File: src/rtl/seg_pkg.sv
// rtl/seg_pkg.sv - font table, update state type and sizing helper for the segment scanner
package seg_pkg;

  // Active-low patterns {dp,g,f,e,d,c,b,a} for hex digits 0..F.
  localparam logic [7:0] SEG_FONT [16] = '{
    8'hC0, 8'hF9, 8'hA4, 8'hB0, 8'h99, 8'h92, 8'h82, 8'hF8,
    8'h80, 8'h90, 8'h88, 8'h83, 8'hC6, 8'hA1, 8'h86, 8'h8E
  };
  localparam logic [7:0] SEG_BLANK = 8'hFF;
  localparam logic [7:0] SEG_DASH  = 8'hBF;

  typedef enum logic [1:0] {ST_IDLE, ST_HEX, ST_DEC} upd_state_e;

  // Ceiling log2, never below 1 so the result can size a counter directly.
  function automatic int clog2(input int n);
    int r;
    r = 1;
    while ((1 << r) < n) r++;
    return r;
  endfunction

endpackage

File: src/rtl/bcd_seq_conv.sv
// rtl/bcd_seq_conv.sv - sequential double-dabble, one input bit per cycle
module bcd_seq_conv
  import seg_pkg::*;
#(
  parameter int DATA_W = 16,
  parameter int DIGITS = 4
) (
  input  logic                  clk_24m,
  input  logic                  rst_n,
  input  logic                  start,
  input  logic [DATA_W-1:0]     bin,
  output logic                  done,
  output logic [4*DIGITS-1:0]   bcd,
  output logic                  ovf
);

  localparam int BCD_W = 4 * DIGITS;
  localparam int CNT_W = clog2(DATA_W + 1);

  logic [BCD_W-1:0]  r_bcd;
  logic [DATA_W-1:0] r_bin;
  logic [CNT_W-1:0]  r_cnt;
  logic              r_run;
  logic              r_done;
  logic              r_ovf;

  logic [BCD_W-1:0]  w_src_bcd;
  logic [DATA_W-1:0] w_src_bin;
  logic [BCD_W-1:0]  w_adj;
  logic [BCD_W-1:0]  w_nbcd;
  logic [DATA_W-1:0] w_nbin;
  logic              w_carry;

  // The start cycle already performs the first shift, straight from bin.
  always_comb begin
    w_src_bcd = start ? '0 : r_bcd;
    w_src_bin = start ? bin : r_bin;
    w_adj     = w_src_bcd;
    for (int k = 0; k < DIGITS; k++) begin
      if (w_src_bcd[4*k +: 4] >= 4'd5) w_adj[4*k +: 4] = w_src_bcd[4*k +: 4] + 4'd3;
    end
  end

  assign w_carry = w_adj[BCD_W-1];
  assign w_nbcd  = {w_adj[BCD_W-2:0], w_src_bin[DATA_W-1]};
  assign w_nbin  = w_src_bin << 1;

  always_ff @(posedge clk_24m or negedge rst_n) begin
    if (!rst_n) begin
      r_bcd  <= '0;
      r_bin  <= '0;
      r_cnt  <= '0;
      r_run  <= 1'b0;
      r_done <= 1'b0;
      r_ovf  <= 1'b0;
    end else begin
      r_done <= 1'b0;
      if (start) begin
        r_bcd  <= w_nbcd;
        r_bin  <= w_nbin;
        r_ovf  <= w_carry;
        r_cnt  <= CNT_W'(1);
        r_run  <= (DATA_W > 1);
        r_done <= (DATA_W == 1);
      end else if (r_run) begin
        r_bcd <= w_nbcd;
        r_bin <= w_nbin;
        r_ovf <= r_ovf | w_carry;
        r_cnt <= r_cnt + 1'b1;
        if (r_cnt == CNT_W'(DATA_W - 1)) begin
          r_run  <= 1'b0;
          r_done <= 1'b1;
        end
      end
    end
  end

  assign done = r_done;
  assign bcd  = r_bcd;
  assign ovf  = r_ovf;

endmodule

File: src/rtl/seg_scan_n.sv
// rtl/seg_scan_n.sv - multiplexed N-digit seven-segment driver with hex/decimal display
module seg_scan_n
  import seg_pkg::*;
#(
  parameter int DIGITS      = 4,
  parameter int DATA_W      = 16,
  parameter int SCAN_DIV    = 65536,
  parameter int UPDATE_DIV  = 2400000,
  parameter bit SEG_ACT_LOW = 1'b1,
  parameter bit DIG_ACT_LOW = 1'b1
) (
  input  logic              clk_24m,
  input  logic              rst_n,
  input  logic [DATA_W-1:0] data_in,
  input  logic              mode,
  input  logic [DIGITS-1:0] dp_in,
  input  logic              blank_lz,
  output logic [7:0]        seg,
  output logic [DIGITS-1:0] dig,
  output logic              busy,
  output logic              overflow
);

  localparam int DISP_W = 4 * DIGITS;
  localparam int UPD_W  = clog2(UPDATE_DIV);
  localparam int SCAN_W = clog2(SCAN_DIV);
  localparam int IDX_W  = clog2(DIGITS);
  localparam logic [7:0]        SEG_OFF = SEG_ACT_LOW ? 8'hFF : 8'h00;
  localparam logic [DIGITS-1:0] DIG_OFF = DIG_ACT_LOW ? {DIGITS{1'b1}} : {DIGITS{1'b0}};

  upd_state_e        r_state;
  logic [UPD_W-1:0]  r_upd_cnt;
  logic [DATA_W-1:0] r_data;
  logic              r_start;
  logic              r_busy;
  logic              r_ovf;
  logic              r_dash;
  logic [DISP_W-1:0] r_disp;
  logic [SCAN_W-1:0] r_scan_cnt;
  logic [IDX_W-1:0]  r_idx;
  logic [7:0]        r_seg;
  logic [DIGITS-1:0] r_dig;

  logic              w_upd_tick;
  logic              w_done;
  logic [DISP_W-1:0] w_bcd;
  logic              w_bcd_ovf;
  logic [DIGITS-1:0] w_onehot;
  logic [3:0]        w_digit;
  logic              w_blank;
  logic              w_dp;
  logic              w_zero_above;
  logic [7:0]        w_pat;

  assign w_upd_tick = (r_upd_cnt == UPD_W'(UPDATE_DIV - 1));

  bcd_seq_conv #(.DATA_W(DATA_W), .DIGITS(DIGITS)) u_conv (
    .clk_24m (clk_24m),
    .rst_n   (rst_n),
    .start   (r_start),
    .bin     (r_data),
    .done    (w_done),
    .bcd     (w_bcd),
    .ovf     (w_bcd_ovf)
  );

  // Ticks landing in ST_HEX or ST_DEC are dropped; the display only ever changes in one step.
  always_ff @(posedge clk_24m or negedge rst_n) begin
    if (!rst_n) begin
      r_state   <= ST_IDLE;
      r_upd_cnt <= '0;
      r_data    <= '0;
      r_start   <= 1'b0;
      r_busy    <= 1'b0;
      r_ovf     <= 1'b0;
      r_dash    <= 1'b0;
      r_disp    <= '0;
    end else begin
      r_upd_cnt <= w_upd_tick ? '0 : r_upd_cnt + 1'b1;
      r_start   <= 1'b0;
      case (r_state)
        ST_IDLE: begin
          if (w_upd_tick) begin
            r_data <= data_in;
            if (mode) begin
              r_state <= ST_DEC;
              r_busy  <= 1'b1;
              r_start <= 1'b1;
            end else begin
              r_state <= ST_HEX;
            end
          end
        end
        ST_HEX: begin
          r_disp  <= DISP_W'(r_data);
          r_dash  <= 1'b0;
          r_ovf   <= 1'b0;
          r_state <= ST_IDLE;
        end
        ST_DEC: begin
          if (w_done) begin
            r_disp  <= w_bcd;
            r_dash  <= w_bcd_ovf;
            r_ovf   <= w_bcd_ovf;
            r_busy  <= 1'b0;
            r_state <= ST_IDLE;
          end
        end
        default: r_state <= ST_IDLE;
      endcase
    end
  end

  // Scanning from the top digit down lets the zero run decide blanking in one pass.
  always_comb begin
    w_onehot     = '0;
    w_digit      = '0;
    w_blank      = 1'b0;
    w_dp         = 1'b0;
    w_zero_above = 1'b1;
    for (int k = DIGITS - 1; k >= 0; k--) begin
      w_zero_above = w_zero_above && (r_disp[4*k +: 4] == 4'd0);
      if (IDX_W'(k) == r_idx) begin
        w_onehot[k] = 1'b1;
        w_digit     = r_disp[4*k +: 4];
        w_blank     = blank_lz && w_zero_above && (k != 0);
        w_dp        = dp_in[k];
      end
    end
    w_pat = r_dash ? SEG_DASH : (w_blank ? SEG_BLANK : SEG_FONT[w_digit]);
    if (w_dp) w_pat[7] = 1'b0;
  end

  always_ff @(posedge clk_24m or negedge rst_n) begin
    if (!rst_n) begin
      r_scan_cnt <= '0;
      r_idx      <= '0;
      r_seg      <= SEG_OFF;
      r_dig      <= DIG_OFF;
    end else begin
      if (r_scan_cnt == SCAN_W'(SCAN_DIV - 1)) begin
        r_scan_cnt <= '0;
        r_idx      <= (r_idx == IDX_W'(DIGITS - 1)) ? '0 : r_idx + 1'b1;
      end else begin
        r_scan_cnt <= r_scan_cnt + 1'b1;
      end
      r_seg <= SEG_ACT_LOW ? w_pat : ~w_pat;
      r_dig <= DIG_ACT_LOW ? ~w_onehot : w_onehot;
    end
  end

  assign seg      = r_seg;
  assign dig      = r_dig;
  assign busy     = r_busy;
  assign overflow = r_ovf;

endmodule

File: config.mk
export PLATFORM = sky130hd
export DESIGN_NAME = seg_scan_n
export DESIGN_NICKNAME = d
export VERILOG_FILES = /design/src/rtl/seg_pkg.sv /design/src/rtl/bcd_seq_conv.sv /design/src/rtl/seg_scan_n.sv
export SDC_FILE = /design/constraint.sdc
export NUM_CORES = 1
export LEC_CHECK = 0
export BUFFER_PORTS_ARGS = -buffer_cell sky130_fd_sc_hd__buf_2
export CAP_MARGIN = 20
export CORE_MARGIN = 4
export CORE_UTILIZATION = 47
export DETAILED_ROUTE_END_ITERATION = 16
export PLACE_DENSITY = 0.69
export SYNTH_ARGS = -nofsm -noshare
export SYNTH_HDL_FRONTEND = slang
export SYNTH_HIERARCHICAL = 1
export SYNTH_SLANG_ARGS = --single-unit
File: constraint.sdc
create_clock -name clk_24m -period 6.3 [get_ports clk_24m]
set_input_delay 0.945 -clock clk_24m [delete_from_list [all_inputs] [get_ports clk_24m]]
set_output_delay 0.945 -clock clk_24m [all_outputs]
set_load 0.05 [all_outputs]
# --- After elaboration in Yosys (flattened, before gate mapping) ---
# Memories as Yosys holds them, arrays and structs flattened.
# Cells that the tools add are included.
totals:
  input_bits: 24
  memories: 1
  out_inout_bits: 14
  rom_bits: 128
  elab_cells: 122
  register_bits: 129
op_classes:
  reduce_logical: 17
  eq_ne: 12
  n_mux: 59
  addsub: 8
  n_bitwise: 3
  order_cmp: 5
memory_table:
  columns: ["memory", "words", "word_bits", "rd", "rd_ports_with_merged_regs", "wr", "line", "text"]
  rows:
  - ["(no name shown)", 16, 8, 1, 0, 0, "seg_scan_n.sv:130", "w_pat = r_dash ? SEG_DASH : (w_blank ? SEG_BLANK : SEG_FONT[w_digit]);"]
ops:
  columns: ["operator", "count"]
  rows:
  - ["$mux 16", 8]
  - ["$mux 4", 8]
  - ["$mux 8", 4]
  - ["$pmux 16 s2", 1]
  - ["$mux 1", 28]
  - ["$add 22x1->22 const B", 1]
  - ["$eq 22x22->1 const B", 1]
  - ["$mux 22", 1]
  - ["$add 16x1->16 const B", 1]
  - ["$add 4x2->4 const B", 4]
  - ["$eq 16x16->1 const B", 1]
  - ["$ge 4x3->1 const B", 4]
  - ["$logic_not 4->1", 3]
  - ["$mux 5", 2]
  - ["$mux 2", 4]
  - ["$reduce_and 2->1", 3]
  - ["$reduce_bool 2->1", 3]
  - ["$add 5x1->5 const B", 1]
  - ["$eq 5x4->1 const B", 1]
  - ["$ge 5x5->1 const B", 1]
  - ["$logic_and 1x1->1", 5]
  - ["$not 4->5", 1]
  - ["$eq 2x2->1 const A", 2]
  - ["$eq 2x2->1 const B", 2]
  - ["other kinds (11)", 14]

# --- Depth between registers and ports, before layout ---
# Gate-level depths: netlist of run 1.
depth:
  depth_word: 12
  depth_mapped: 11
  depth_no_buf: 10

# --- By module ---
# The synthesis of run 1 kept the hierarchy.
modules_own_cells:
  columns: ["mod", "seq_area_each_um2", "instances", "cells_per_inst", "area_each_um2"]
  rows:
  - ["seg_scan_n", 2242.2, 1, 391, 4250.3]
  - ["bcd_seq_conv", 975.9, 1, 216, 2115.8]

# --- Worst setup path before layout of run 1 ---
# OpenSTA, ideal clock, no wires.
synth_path:
  kind: "register -> register"
  startpoint: "reg r_idx[0]"
  endpoint: "reg r_seg[3], in the netlist seg[3]"
  arrival_ns: 2.010
  setup_time_ns: 0.100
  stages_incl_launch_ff: 12
  slack_ns: 4.190
  cell_sequence: "dfrtp_1 > inv_1 > ha_1 > buf_2 > inv_1 > nand3_1 > a31oi_1 > inv_1 > ha_1 > nor2_1 > a211oi_1 > o21ai_0"
synth_between:
  elab_chain_cells: 11
synth_rtl:
  columns: ["element", "line", "text"]
  rows:
  - ["start: declaration", "seg_scan_n.sv:40", "logic [IDX_W-1:0] r_idx;"]
  - ["start signal: assignment", "seg_scan_n.sv:143", "r_idx <= (r_idx == IDX_W'(DIGITS - 1)) ? '0 : r_idx + 1'b1;"]
  - ["$eq 2x2->1", "seg_scan_n.sv:123", "if (IDX_W'(k) == r_idx) begin"]
  - ["$mux 4 (4 in a row)", "seg_scan_n.sv:123", null]
  - ["$not 4->5 (not written as such)", "seg_scan_n.sv:130", null]
  - ["$mem_v2 16x8", null, null]
  - ["$mux 8 (not written as such) (2 in a row)", "seg_scan_n.sv:130", null]
  - ["$mux 8 * (2 in a row)", "seg_scan_n.sv:130", null]
  - ["named net w_pat[3]", "seg_scan_n.sv:53", "logic [7:0] w_pat;"]
  - ["end signal: assignment", "seg_scan_n.sv:147", "r_seg <= SEG_ACT_LOW ? w_pat : ~w_pat;"]
  - ["end: declaration", "seg_scan_n.sv:41", "logic [7:0] r_seg;"]
# The timed path passes the listed nets; every way through them passes the cells marked *. The select of a mux whose other input is x is not followed.
# A chain may end at the register's enable or synchronous reset.

# --- Worst setup path in the final report of run 1 ---
layout_path:
  startpoint: "reg r_upd_cnt[13]"
  endpoint: "reg r_data[13]"
layout_between:
  elab_chain_cells: 2
layout_rtl:
  columns: ["element", "line", "text"]
  rows:
  - ["start: declaration", "seg_scan_n.sv:32", "logic [UPD_W-1:0] r_upd_cnt;"]
  - ["start signal: assignment", "seg_scan_n.sv:79", "r_upd_cnt <= w_upd_tick ? '0 : r_upd_cnt + 1'b1;"]
  - ["$eq 22x22->1", "seg_scan_n.sv:55", "assign w_upd_tick = (r_upd_cnt == UPD_W'(UPDATE_DIV - 1));"]
  - ["$reduce_and 2->1 (no source line)", null, null]
  - ["end signal: assignment", "seg_scan_n.sv:84", "r_data <= data_in;"]
  - ["end: declaration", "seg_scan_n.sv:33", "logic [DATA_W-1:0] r_data;"]
# No other way between the ends.

==> results of run 1 <==
==> power breakdown <==
| group | internal, W | switching [W] | leakage, nW |
|---|---|---|---|
| Sequential | 0.000953 | 0.000181 | 1.63 |
| Combinational | 0.000312 | 0.000381 | 1.39 |
| Clock | 0.000632 | 0.000346 | 0.287 |
==> cell usage after synthesis (4+ instances only) <==
master / n
xnor2_1: 15
dfrtp_1: 116
ha_1: 21
nand4_1: 11
nand2_1: 70
nor3_1: 7
buf_6: 4
dfstp_2: 12
buf_2: 9
nand2b_1: 19
o221ai_1: 6
a21oi_1: 17
xor2_1: 20
inv_1: 21
nor2b_1: 8
clkbuf_1: 10
o21ai_0: 51
nor2_1: 43
mux2i_1: 33
and3_1: 10
mux2_4: 16
nand3_1: 26
a31oi_1: 4
==> critical path: cells and delay by family (launching register included) <==
| family | cells | cell delay, ps |
|---|---|---|
| mux | 1 | 440 |
| flops | 1 | 430 |
| simple gates | 4 | 1580 |
==> kinds of logic (layout without fill, tap and decap cells) <==
kind of cell	count (synthesis)	after routing
simple gates	218	218
flops	128	128
compound gates	109	109
mux	50	50
buf+inv	46	94
xor+xnor	35	35
fa+ha+maj	21	21
==> state kept, by name, summed over array words and instances, names as in the netlist <==
signal / flops
r_upd_cnt: 22
r_data: 16
r_disp: 16
r_scan_cnt: 16
u_conv/bcd: 16
u_conv/r_bin: 15
seg: 8
u_conv/r_cnt: 5
dig: 4
r_idx: 2
r_state: 2
busy: 1
r_dash: 1
r_start: 1
u_conv/done: 1
u_conv/ovf: 1
u_conv/r_run: 1
==> final timing paths <==
| kind | end | slack, ps | cells after the start |
|---|---|---|---|
| setup / recovery | r_data[13] | 3720 | 5 |
| hold / removal | r_upd_cnt[0] | 490 | 1 |
| setup reg to reg | r_data[13] | 3720 | 5 |
| hold reg to reg | r_upd_cnt[0] | 490 | 1 |
| max in group asynchronous | u_conv/r_run | 4310 | 2 |
| min in group asynchronous | r_upd_cnt[16] | 580 | 1 |
==> layer usage <==
metal | track usage | part of all wire | up-vias | routed length [um]
met3 | 0.05274 | 0.046 | 19 | 569
met2 | 0.2510 | 0.46 | 103 | 5716
met1 | 0.2336 | 0.48 | 2151 | 5959
met4 | 0.06963 | 0.018 | 0 | 228
met5 | 0 | 0 | - | 0
li1 | - | - | 2198 | -
==> cell type report <==
cell class              count  share of cell area
clock buffers              23             0.06843
multi-input cells         433              0.4030
flip-flops and latches    128              0.4424
clock inverters             9             0.01444
inverters                  21             0.01083
well taps                 176             0.03026
repair buffers             41             0.03061
==> stage by stage <==
| step | cells | setup WS, ps |
|---|---|---|
| floorplan | 607 | 4190 |
| global placement | 797 | 3808 |
| detailed placement | 797 | 3741 |
| CTS | 829 | 3723 |
| global route | 831 | 3516 |
| finish | 831 | 3720 |
==> metrics.md, run 1 <==
| Metric | Value |
|---|---|
| Clk sinks | `128` |
| Area of the core | `13240 um2` |
| TNS Setup | `0 ps` |
| DR iter-0 viols | `278` |
| Drt drc | `0` |
| Slew headroom | `0.2912` |
| Worst-Margin Slew | `1063 ps` |
| VDD IR-drop max | `0.2993 mV` |
| Final worst path period share | `0.4096` |
| Slowest CP cell | `or4b_1` |
| Tot GR Track Use | `0.1702` |
| Min-Delay Startpoint | `r_upd_cnt[0]` |
| Post-DRT Antenna Nets | `0` |
| Fin util | `0.5495` |
| Largest fanout on the critical path | `20` |
| Cts hold-fix bufs | `0` |
| Design Power | `0.002805 W` |
| Hold_ws | `488.8 ps` |
| Drt wl/cell | `15.01 um` |
| Maxcap violations | `0` |
| Worst EP required | `6600 ps` |
| Avg Cell Area, Syn | `10.49 um2` |
| Asr flop ratio synth | `1.000` |
| Startpoint types | `flop` |
| Post_cts resized | `0` |
| Post-DP HPWL | `8.570 mm` |
| Setup-failing EPs final | `0` |
| Post-synth EDFFs | `0` |
| Largest net degree at the start of global routing | `73` |
| Input/output buffers | `37` |
| Pwr Density | `385.4 nW/um2` |
| Area of the multi-input gates | `2933 um2` |
| Most frequent cells in the layout | `dfrtp_1 (115), nand2_1 (70), o21ai_0 (51)` |
| Max Root-Sink Buffers | `2` |
| Vias post-DR | `4471` |
| Seq/Total Area, Yosys | `0.5055` |
| Minimum clock period | `2580 ps` |
| Commonest non-fill, non-tap cell in the layout | `dfrtp_1` |
| CTS tree | `yes` |
| Placed standard-cell area | `6654 um2` |
| Delay of the slowest critical-path stage | `550 ps` |
| Grt ovf | `0` |
| Postcts setup bufs | `0` |
| Post-Route WL | `12.47 mm` |
| Top cell type's share of synthesized area | `0.4560` |
| Initial antenna violation count | `0` |
| Number of I/O pins | `38` |
| First-pass GRT wire length | `21.63 mm` |
| Post-Synth XOR/XNOR Area | `0.04815` |
| Cells after Synth | `607` |
| Flop and latch count out of synthesis | `128` |
| Simple-Gate Fraction of Synth Area | `0.1706` |
| Initial Util | `0.4807` |
| Max Fclk | `387.6 MHz` |
| Clk_skew | `8.870 ps` |
| Area Overhead vs Synth | `14.31%` |
| Drt via density | `5.380` |
| RSZ-0062 raised after global routing | `false` |
| Leak | `3.313 nW` |
| Synth area leaders | `dfrtp_1 (46%), mux2i_1 (5.2%), dfstp_2 (5.0%)` |
| Largest family of logic cells by synthesized area | `simple AND/OR/NAND/NOR gates` |
| Ys Warns | `6` |
| Crit Path Category | `flop to flop` |
| Htree depth | `4` |
| Root Driver | `clkbuf_16` |
| Final slew viol count | `0` |
| CP endpoint kind | `flop` |
| Ys flop type | `dfrtp_1` |
| Final RePlAce weighted congestion | `0.8060` |
| Fin nets | `687` |
| Area leader, netlist | `dfrtp_1` |
| First-pass DRT Iterations | `5` |
| Hold Vio Cnt, Final | `0` |
| Beginning of the critical path | `r_upd_cnt[13]` |
| Post-synthesis mux area share | `0.09139` |
| Vias in the first global route | `4434` |
| Share of cells above drive strength 1 | `0.1710` |
| Synth unique cells | `56` |
| Register area | `3219 um2` |
| Fin area | `7277 um2` |
| Post-synthesis cell area | `6366 um2` |
| CTS clk-pin slew, worst paths | `60 ps` |
| Chip width | `124.4 um` |
| Crit-path cells | `or4b_1 > nor4_2 > and2_2 > nand2_2 > mux2_4` |
| Hold WC Path Type | `flop to flop` |
| Die area | `15470 um2` |
| Ant. Diodes | `0` |
| Die Ht | `124.4 um` |
| Cts bufs inserted | `17` |
| Outcome | `complete, no violations` |
| Clock latency at the later pin of the worst-skew pair | `410 ps` |
| Post-synthesis compound-gate area fraction | `0.1083` |
| FILL cells | `1143` |
| Syn Nets | `652` |
| Arr. time, crit path | `2880 ps` |
| FP Rows | `42` |
| R2R Path Start | `r_upd_cnt[13]` |
| Synth Area in Adders | `0.04127` |
Power figures use the tool's default switching activity.
==> inputs of run 2 (changes only) <==
ABC_AREA = 1   (was default)
PLACE_DENSITY = 0.72   (was 0.69)
clock period = 2.1 ns   (was 6.3 ns; I/O delays follow)
==> run 2 against run 1 <==
Largest power group is now the clock network. Flip-flop and latch count stayed put. Sequential share of layout area is 2.4 points lower. Largest cell class unchanged. Critical endpoint is now seg[1]. Cell area is 5.7% higher. Hold slack worse by 430 ps. Setup slack worse by 3600 ps. Highest routed layer unchanged. Fmax is 30% higher. Clock skew is 0.74 ps higher. Global-route usage is 1.3 points higher.
==> metrics.md, run 2 <==
| Metric | Value |
|---|---|
| Outcome | `complete, no violations` |
| Slowest CP cell | `dfrtp_1` |
| Cells after Synth | `830 (+37%)` |
| First-pass GRT wire length | `24.21 mm (+12%)` |
| Post-synth EDFFs | `0 (unchanged)` |
| Final slew viol count | `0 (unchanged)` |
| Ys Warns | `6 (unchanged)` |
| Vias post-DR | `5460 (+22%)` |
| R2R Path Start | `r_idx[0]` |
| Post-DP HPWL | `10.12 mm (+18%)` |
| Avg Cell Area, Syn | `8.112 um2 (-23%)` |
| Syn Nets | `875 (+34%)` |
| Setup-failing EPs final | `0 (unchanged)` |
| Clk sinks | `128 (unchanged)` |
| Reg power frac | `0.477 (+0.073)` |
| Combinational power share | `0.016 (-0.231)` |
| Number of I/O pins | `38 (unchanged)` |
| First-pass DRT Iterations | `5 (unchanged)` |
| Top cell type's share of synthesized area | `0.4311 (-0.02483)` |
| Asr flop ratio synth | `1.000 (unchanged)` |
| Reg2Reg Depth | `11 (+6)` |
| VDD IR-drop max | `0.5158 mV (+72%)` |
| Final worst path period share | `0.9417 (+0.5321)` |
| Chip width | `127.7 um (+2.7%)` |
| Max Root-Sink Buffers | `2 (unchanged)` |
| Buf+Inv Stages, Crit Path | `3 (+3)` |
| Post-synthesis cell area | `6733 um2 (+5.8%)` |
| Cell family with the largest share of critical-path delay | `adder cells` |
| Post-DRT Antenna Nets | `0 (unchanged)` |
| Root Driver | `clkbuf_16` |
| Hold_ws | `58.14 ps (-430.7 ps)` |
| Tot GR Track Use | `0.1828 (+0.01268)` |
| Die Ht | `127.7 um (+2.7%)` |
| Pwr Density | `674.4 nW/um2 (+75%)` |
| Clock latency at the later pin of the worst-skew pair | `420 ps (about the same)` |
| Drt drc | `0 (unchanged)` |
| CTS clk-pin slew, worst paths | `50 ps (about the same)` |
| Ys flop type | `dfrtp_1` |
| Top post-synthesis cells by count | `nand2_1 (218), dfrtp_1 (116), inv_1 (101)` |
| Ant. Diodes | `0 (unchanged)` |
| Cts bufs inserted | `17 (unchanged)` |
| Max reg flops | `22 (unchanged)` |
| Flop and latch count out of synthesis | `128 (unchanged)` |
| DR iter-0 viols | `427 (+54%)` |
| RSZ-0062 raised after global routing | `true` |
| Minimum clock period | `1977 ps (-602.8 ps)` |
| Delay of the slowest critical-path stage | `390 ps (-160 ps)` |
| Die area | `16300 um2 (+5.4%)` |
| Design Power | `0.005188 W (+85%)` |
| Hold Vio Cnt, Final | `0 (unchanged)` |
| CP endpoint kind | `flop` |
| Max Fclk | `505.7 MHz (+30%)` |
| Largest fanout on the critical path | `6 (-70%)` |
| Crit Path Category | `flop to flop` |
| Fin nets | `923 (+34%)` |
| Slew headroom | `0.6850 (+0.3937)` |
| Worst EP required | `2460 ps (-4140 ps)` |
| Sw Ratio | `0.2069 (-0.1167)` |
| Cell internal pwr | `0.004114 W (+120%)` |
| Postcts setup bufs | `0 (unchanged)` |
| Synth area leaders | `dfrtp_1 (43%), nand2_1 (12%), inv_1 (5.6%)` |
| Area leader, netlist | `dfrtp_1` |
| Area of the core | `13930 um2 (+5.2%)` |
| Area Overhead vs Synth | `14.25% (about the same)` |
| Vias in the first global route | `5143 (+16%)` |
| Net Switching | `0.001073 W (+18%)` |
| FP Rows | `43 (+2.4%)` |
| Hold Path Stages | `2 (+1)` |
| Clock power share | `0.507 (+0.158)` |
| Startpoint types | `flop` |
| Seq/Total Area, Yosys | `0.4780 (-0.02753)` |
| Hold EP | `seg[7]` |
| Hold WC Path Type | `input pin to flop` |
| Min-Delay Startpoint | `dp_in[0]` |
| Drt wl/cell | `13.05 um (-13%)` |
| Crit-path cells | `inv_1 > ha_1 > buf_4 > nand2_1 > a21boi_2 > buf_4 > ha_1 > nand3_1 > nor2_1 > nor2_1 > nand2_1` |
| Reg-to-Reg End | `seg[1]` |
| Input/output buffers | `37 (unchanged)` |
| Worst-Margin Slew | `467.6 ps (-595.5 ps)` |
| Leak | `3.677 nW (+11%)` |
| Top reg by flops | `r_upd_cnt` |
| Initial antenna violation count | `0 (unchanged)` |
| R2R setup slack | `120 ps (-3600 ps)` |
| Synth unique cells | `42 (-25%)` |
| Clk_skew | `9.610 ps (+0.7397 ps)` |
| Largest net degree at the start of global routing | `46 (-37%)` |
| Initial Util | `0.4832 (+0.002439)` |
| Commonest non-fill, non-tap cell in the layout | `nand2_1` |
| Post-Route WL | `13.98 mm (+12%)` |
| Htree depth | `4 (unchanged)` |
| Most frequent cells in the layout | `nand2_1 (218), dfrtp_1 (116), inv_1 (101)` |
| Arr. time, crit path | `2330 ps (-550 ps)` |
| Cell with the most instances after synthesis | `nand2_1` |
| Maxcap violations | `0 (unchanged)` |
| Grt ovf | `0 (unchanged)` |
| Final RePlAce weighted congestion | `0.9308 (+15%)` |
| Drt via density | `5.098 (-5.2%)` |
| CTS tree | `yes` |
| Share of cells above drive strength 1 | `0.1481 (-0.02284)` |
run 2: layer usage:
layer  global-route usage  share of wire
met1               0.2625           0.49
met5                    0              0
met4              0.06929          0.019
met3              0.04375          0.051
met2               0.2697           0.44
run 2: timing repair:
item	4_1_cts	5_1_grt
hold endpoints to repair	55	0
endpoints found under the setup margin	0	5
gates resized for setup	0	4
hold buffers	1	0
run 2: area by class of cell:
cell class | instances | area [um2]
clock buffers | 25 | 495.5
fillers | 1294 | 6242
clock inverters | 7 | 35.03
repair buffers | 53 | 347.8
flip-flops and latches | 128 | 3218
well taps | 180 | 225.2
multi-input cells | 569 | 2960
inverters | 109 | 410.4
run 2: through the flow:
| stage | worst slack, ps | util | area (um2) | cells | TNS (ps) |
|---|---|---|---|---|---|
| after floorplan | 134.3 | - | 6733 | 830 | 0 |
| after global placement | 195.6 | 0.5123 | 7139 | 1038 | 0 |
| after detailed placement | 127.6 | 0.5123 | 7139 | 1038 | 0 |
| after CTS | 112.1 | 0.5511 | 7680 | 1071 | 0 |
| after global routing | -36.76 | 0.5520 | 7692 | 1071 | -36.76 |
| final | 122.5 | 0.5520 | 7692 | 1071 | 0 |
run 2: power groups by stage:
stage / clock network [W] / registers (W) / logic [W]
2_1_floorplan: 0 / 0.00252 / 0.00000105
3_3_place_gp: 0 / 0.00251 / 0.0000890
3_5_place_dp: 0 / 0.00251 / 0.0000885
4_1_cts: 0.00269 / 0.00247 / 0.0000906
5_1_grt: 0.00279 / 0.00247 / 0.000102
6_report: 0.00263 / 0.00247 / 0.0000852
run 2: worst reg2reg max path: cells and delay by family (launching register included):
family / cells / cell delay, ps
AOI/OAI and AO/OA: 1 / 160
adders and majority gates: 2 / 500
buffers and inverters: 3 / 460
DFF: 1 / 390
and+or+nand+nor: 5 / 410
run 2: how the worst max path moves through the flow:
stage                         from  endpoint  slack [ps]  cells after the start
after global routing      r_idx[0]    seg[5]         -40                     11
after floorplan           r_idx[0]    seg[5]         130                     12
after global placement    r_idx[0]    seg[1]         200                     12
final                     r_idx[0]    seg[1]         120                     11
after detailed placement  r_idx[0]    seg[1]         130                     12
after CTS                 r_idx[0]    seg[1]         110                     12
run 2: logic make-up after synthesis:
group | share of synthesized area
fa+ha+maj | 0.03903
buf+inv | 0.08418
simple gates | 0.2700
compound gates | 0.09887
flops | 0.4780
xor+xnor | 0.02992
==> inputs of run 3 (changes only) <==
ABC_AREA = default   (was 1)
CTS_BUF_LIST = sky130_fd_sc_hd__clkbuf_4 sky130_fd_sc_hd__clkbuf_8   (was default)
HOLD_SLACK_MARGIN = 0.12   (was default)
==> run 3 against run 2 <==
Clock skew rose by 1.2 ps. Via count fell by 12%. Critical path depth fell by 4. Utilization rose by 2.9 points. Fmax fell by 3.0%. Register-to-register slack got worse by 60 ps. Sequential power rose by 34%. Hold slack improved by 150 ps. Sequential share of layout area rose by 0.051 points.
==> metrics.md, run 3 (synthesis results as in run 1) <==
| Metric | Value |
|---|---|
| Minimum clock period | `2039 ps (+61.99 ps)` |
| Max Fclk | `490.3 MHz (-3.0%)` |
| Ant. Diodes | `0 (unchanged)` |
| Die area | `15470 um2 (-5.1%)` |
| Setup ws final | `60.53 ps (-61.99 ps)` |
| Vias post-DR | `4795 (-12%)` |
| Clk_skew | `10.78 ps (+1.173 ps)` |
| Place WS | `-147.6 ps (-275.1 ps)` |
| First-pass GRT wire length | `22.60 mm (-6.6%)` |
| Number of I/O pins | `38 (unchanged)` |
| Outcome | `complete, no violations` |
| Post-DRT Antenna Nets | `0 (unchanged)` |
| Design Power | `0.007664 W (+48%)` |
| Top reg by flops | `r_upd_cnt` |
| Most frequent cells in the layout | `dfrtp_1 (112), nand2_1 (70), o21ai_0 (51)` |
| Initial Util | `0.4807 (-0.002439)` |
| Hold Path Stages | `4 (+2)` |
| Drt via density | `5.412 (+6.2%)` |
| Arr. time, crit path | `2390 ps (+60 ps)` |
| Drt wl/cell | `15.23 um (+17%)` |
| Post-DP HPWL | `9.256 mm (-8.6%)` |
| Initial antenna violation count | `0 (unchanged)` |
| Die Ht | `124.4 um (-2.6%)` |
| Worst-Margin Slew | `683.7 ps (+216.0 ps)` |
| Final worst path period share | `0.9712 (+0.02952)` |
| Crit Path Category | `flop to flop` |
| Hold WC Path Type | `input pin to flop` |
| Setup-failing EPs final | `0 (unchanged)` |
| DR iter-0 viols | `368 (-14%)` |
| Fin area | `7695 um2 (about the same)` |
| Max reg flops | `22 (unchanged)` |
| Vias in the first global route | `4758 (-7.5%)` |
| VDD IR-drop max | `0.6938 mV (+35%)` |
| Share of cells above drive strength 1 | `0.2408 (+0.09270)` |
| Final slew viol count | `0 (unchanged)` |
| CTS clk-pin slew, worst paths | `70 ps (+20 ps)` |
| CP endpoint kind | `flop` |
| Area Overhead vs Synth | `20.87%` |
| Chip width | `124.4 um (-2.6%)` |
| Root Driver | `clkbuf_8` |
| Cts bufs inserted | `17 (unchanged)` |
| Maxcap violations | `0 (unchanged)` |
| Largest fanout on the critical path | `9 (+3)` |
| Max Root-Sink Buffers | `2 (unchanged)` |
| Hold Vio Cnt, Final | `0 (unchanged)` |
| Hold_ws | `204.2 ps (+146.0 ps)` |
| FP Rows | `42 (-2.3%)` |
| Clk sinks | `128 (unchanged)` |
| Leak | `3.522 nW (-4.2%)` |
| Final RePlAce weighted congestion | `0.9109 (-2.1%)` |
| Tot GR Track Use | `0.1776 (-0.005203)` |
| Input/output buffers | `37 (unchanged)` |
| Commonest non-fill, non-tap cell in the layout | `dfrtp_1` |
| Worst EP required | `2450 ps (about the same)` |
| Drt drc | `0 (unchanged)` |
| Grt ovf | `0 (unchanged)` |
| Largest net degree at the start of global routing | `47 (+2.2%)` |
| Placed standard-cell area | `6925 um2 (-3.0%)` |
| Pwr Density | `996.0 nW/um2 (+48%)` |
| RSZ-0062 raised after global routing | `true` |
| Htree depth | `4 (unchanged)` |
| Clock latency at the later pin of the worst-skew pair | `440 ps (+20 ps)` |
| Slew headroom | `0.5400 (-0.1449)` |
| Post-Route WL | `13.50 mm (-3.5%)` |
| Area of the core | `13240 um2 (-5.0%)` |
| CTS tree | `yes` |
| Startpoint types | `flop` |
| Reg2Reg Depth | `7 (-4)` |
| First-pass DRT Iterations | `5 (unchanged)` |
| Fin nets | `742 (-20%)` |
## run 3: changes by cell type in the layout (fill, tap and decap cells not counted), moves of 14 or more
cell and change:
nand2_1 -148, inv_1 -84, nor2_1 -42, mux2i_1 +33, buf_4 +26, nand3_1 -23, clkbuf_8 +18, dlygate4sd3_1 +18
nand2b_1 +18, clkbuf_16 -17, mux2_4 +16, o21ai_0 +16, a31oi_1 -14
## run 3: stage by stage
step,setup TNS (ps),std cells,utilization
floorplan,0,607,-
detailed placement,-633.0,829,0.5230
finish,0,886,0.5811
CTS,0,880,0.5674
global placement,-5.798,829,0.5230
global route,-39.55,886,0.5811
## run 3: worst paths after layout
path,start,end,slack (ps)
setup / recovery,r_idx[0],seg[1],60
hold / removal,dp_in[1],seg[7],200
setup reg to reg,r_idx[0],seg[1],60
hold reg to reg,r_scan_cnt[10],r_scan_cnt[10],480
max in group asynchronous,rst_n,r_start,1010
min in group asynchronous,rst_n,r_upd_cnt[11],370
## run 3: final cells by class
type | instances | area [um2]
multi-input combinational | 433 | 3080
timing repair buffer | 96 | 703.2
clock buffer | 26 | 332.8
inverter | 21 | 81.33
sequential | 128 | 3223
fill | 1130 | 5548
clock inverter | 6 | 53.80
tap | 176 | 220.2
## run 3: power by group
group	leakage, nW	internal [W]	switching, W
Clock	0.208	0.00113	0.000891
Sequential	1.63	0.00286	0.000440
Combinational	1.69	0.00104	0.00130
## run 3: critical path: stages, from the launching register on
cell      delay [ps]
dfrtp_2          450
inv_4             80
ha_4             190
buf_4            150
nand3b_1         190
a311o_2          440
mux2_2           290
o211ai_1         180
## run 3: layer usage
layer,global-route usage,routed length (um),vias up
met1,0.2337,6134,2350
li1,-,-,2308
met4,0.06512,274,0
met3,0.05189,578,23
met5,0,0,-
met2,0.2796,6507,114
## run 3: timing repair
item | 4_1_cts | 5_1_grt
buffers inserted | 0 | 6
hold endpoints to repair | 49 | 0
resized for setup | 3 | 30
pin swaps | 0 | 5
endpoints found under the setup margin | 7 | 29
hold buffers | 19 | 0
cloned | 0 | 0
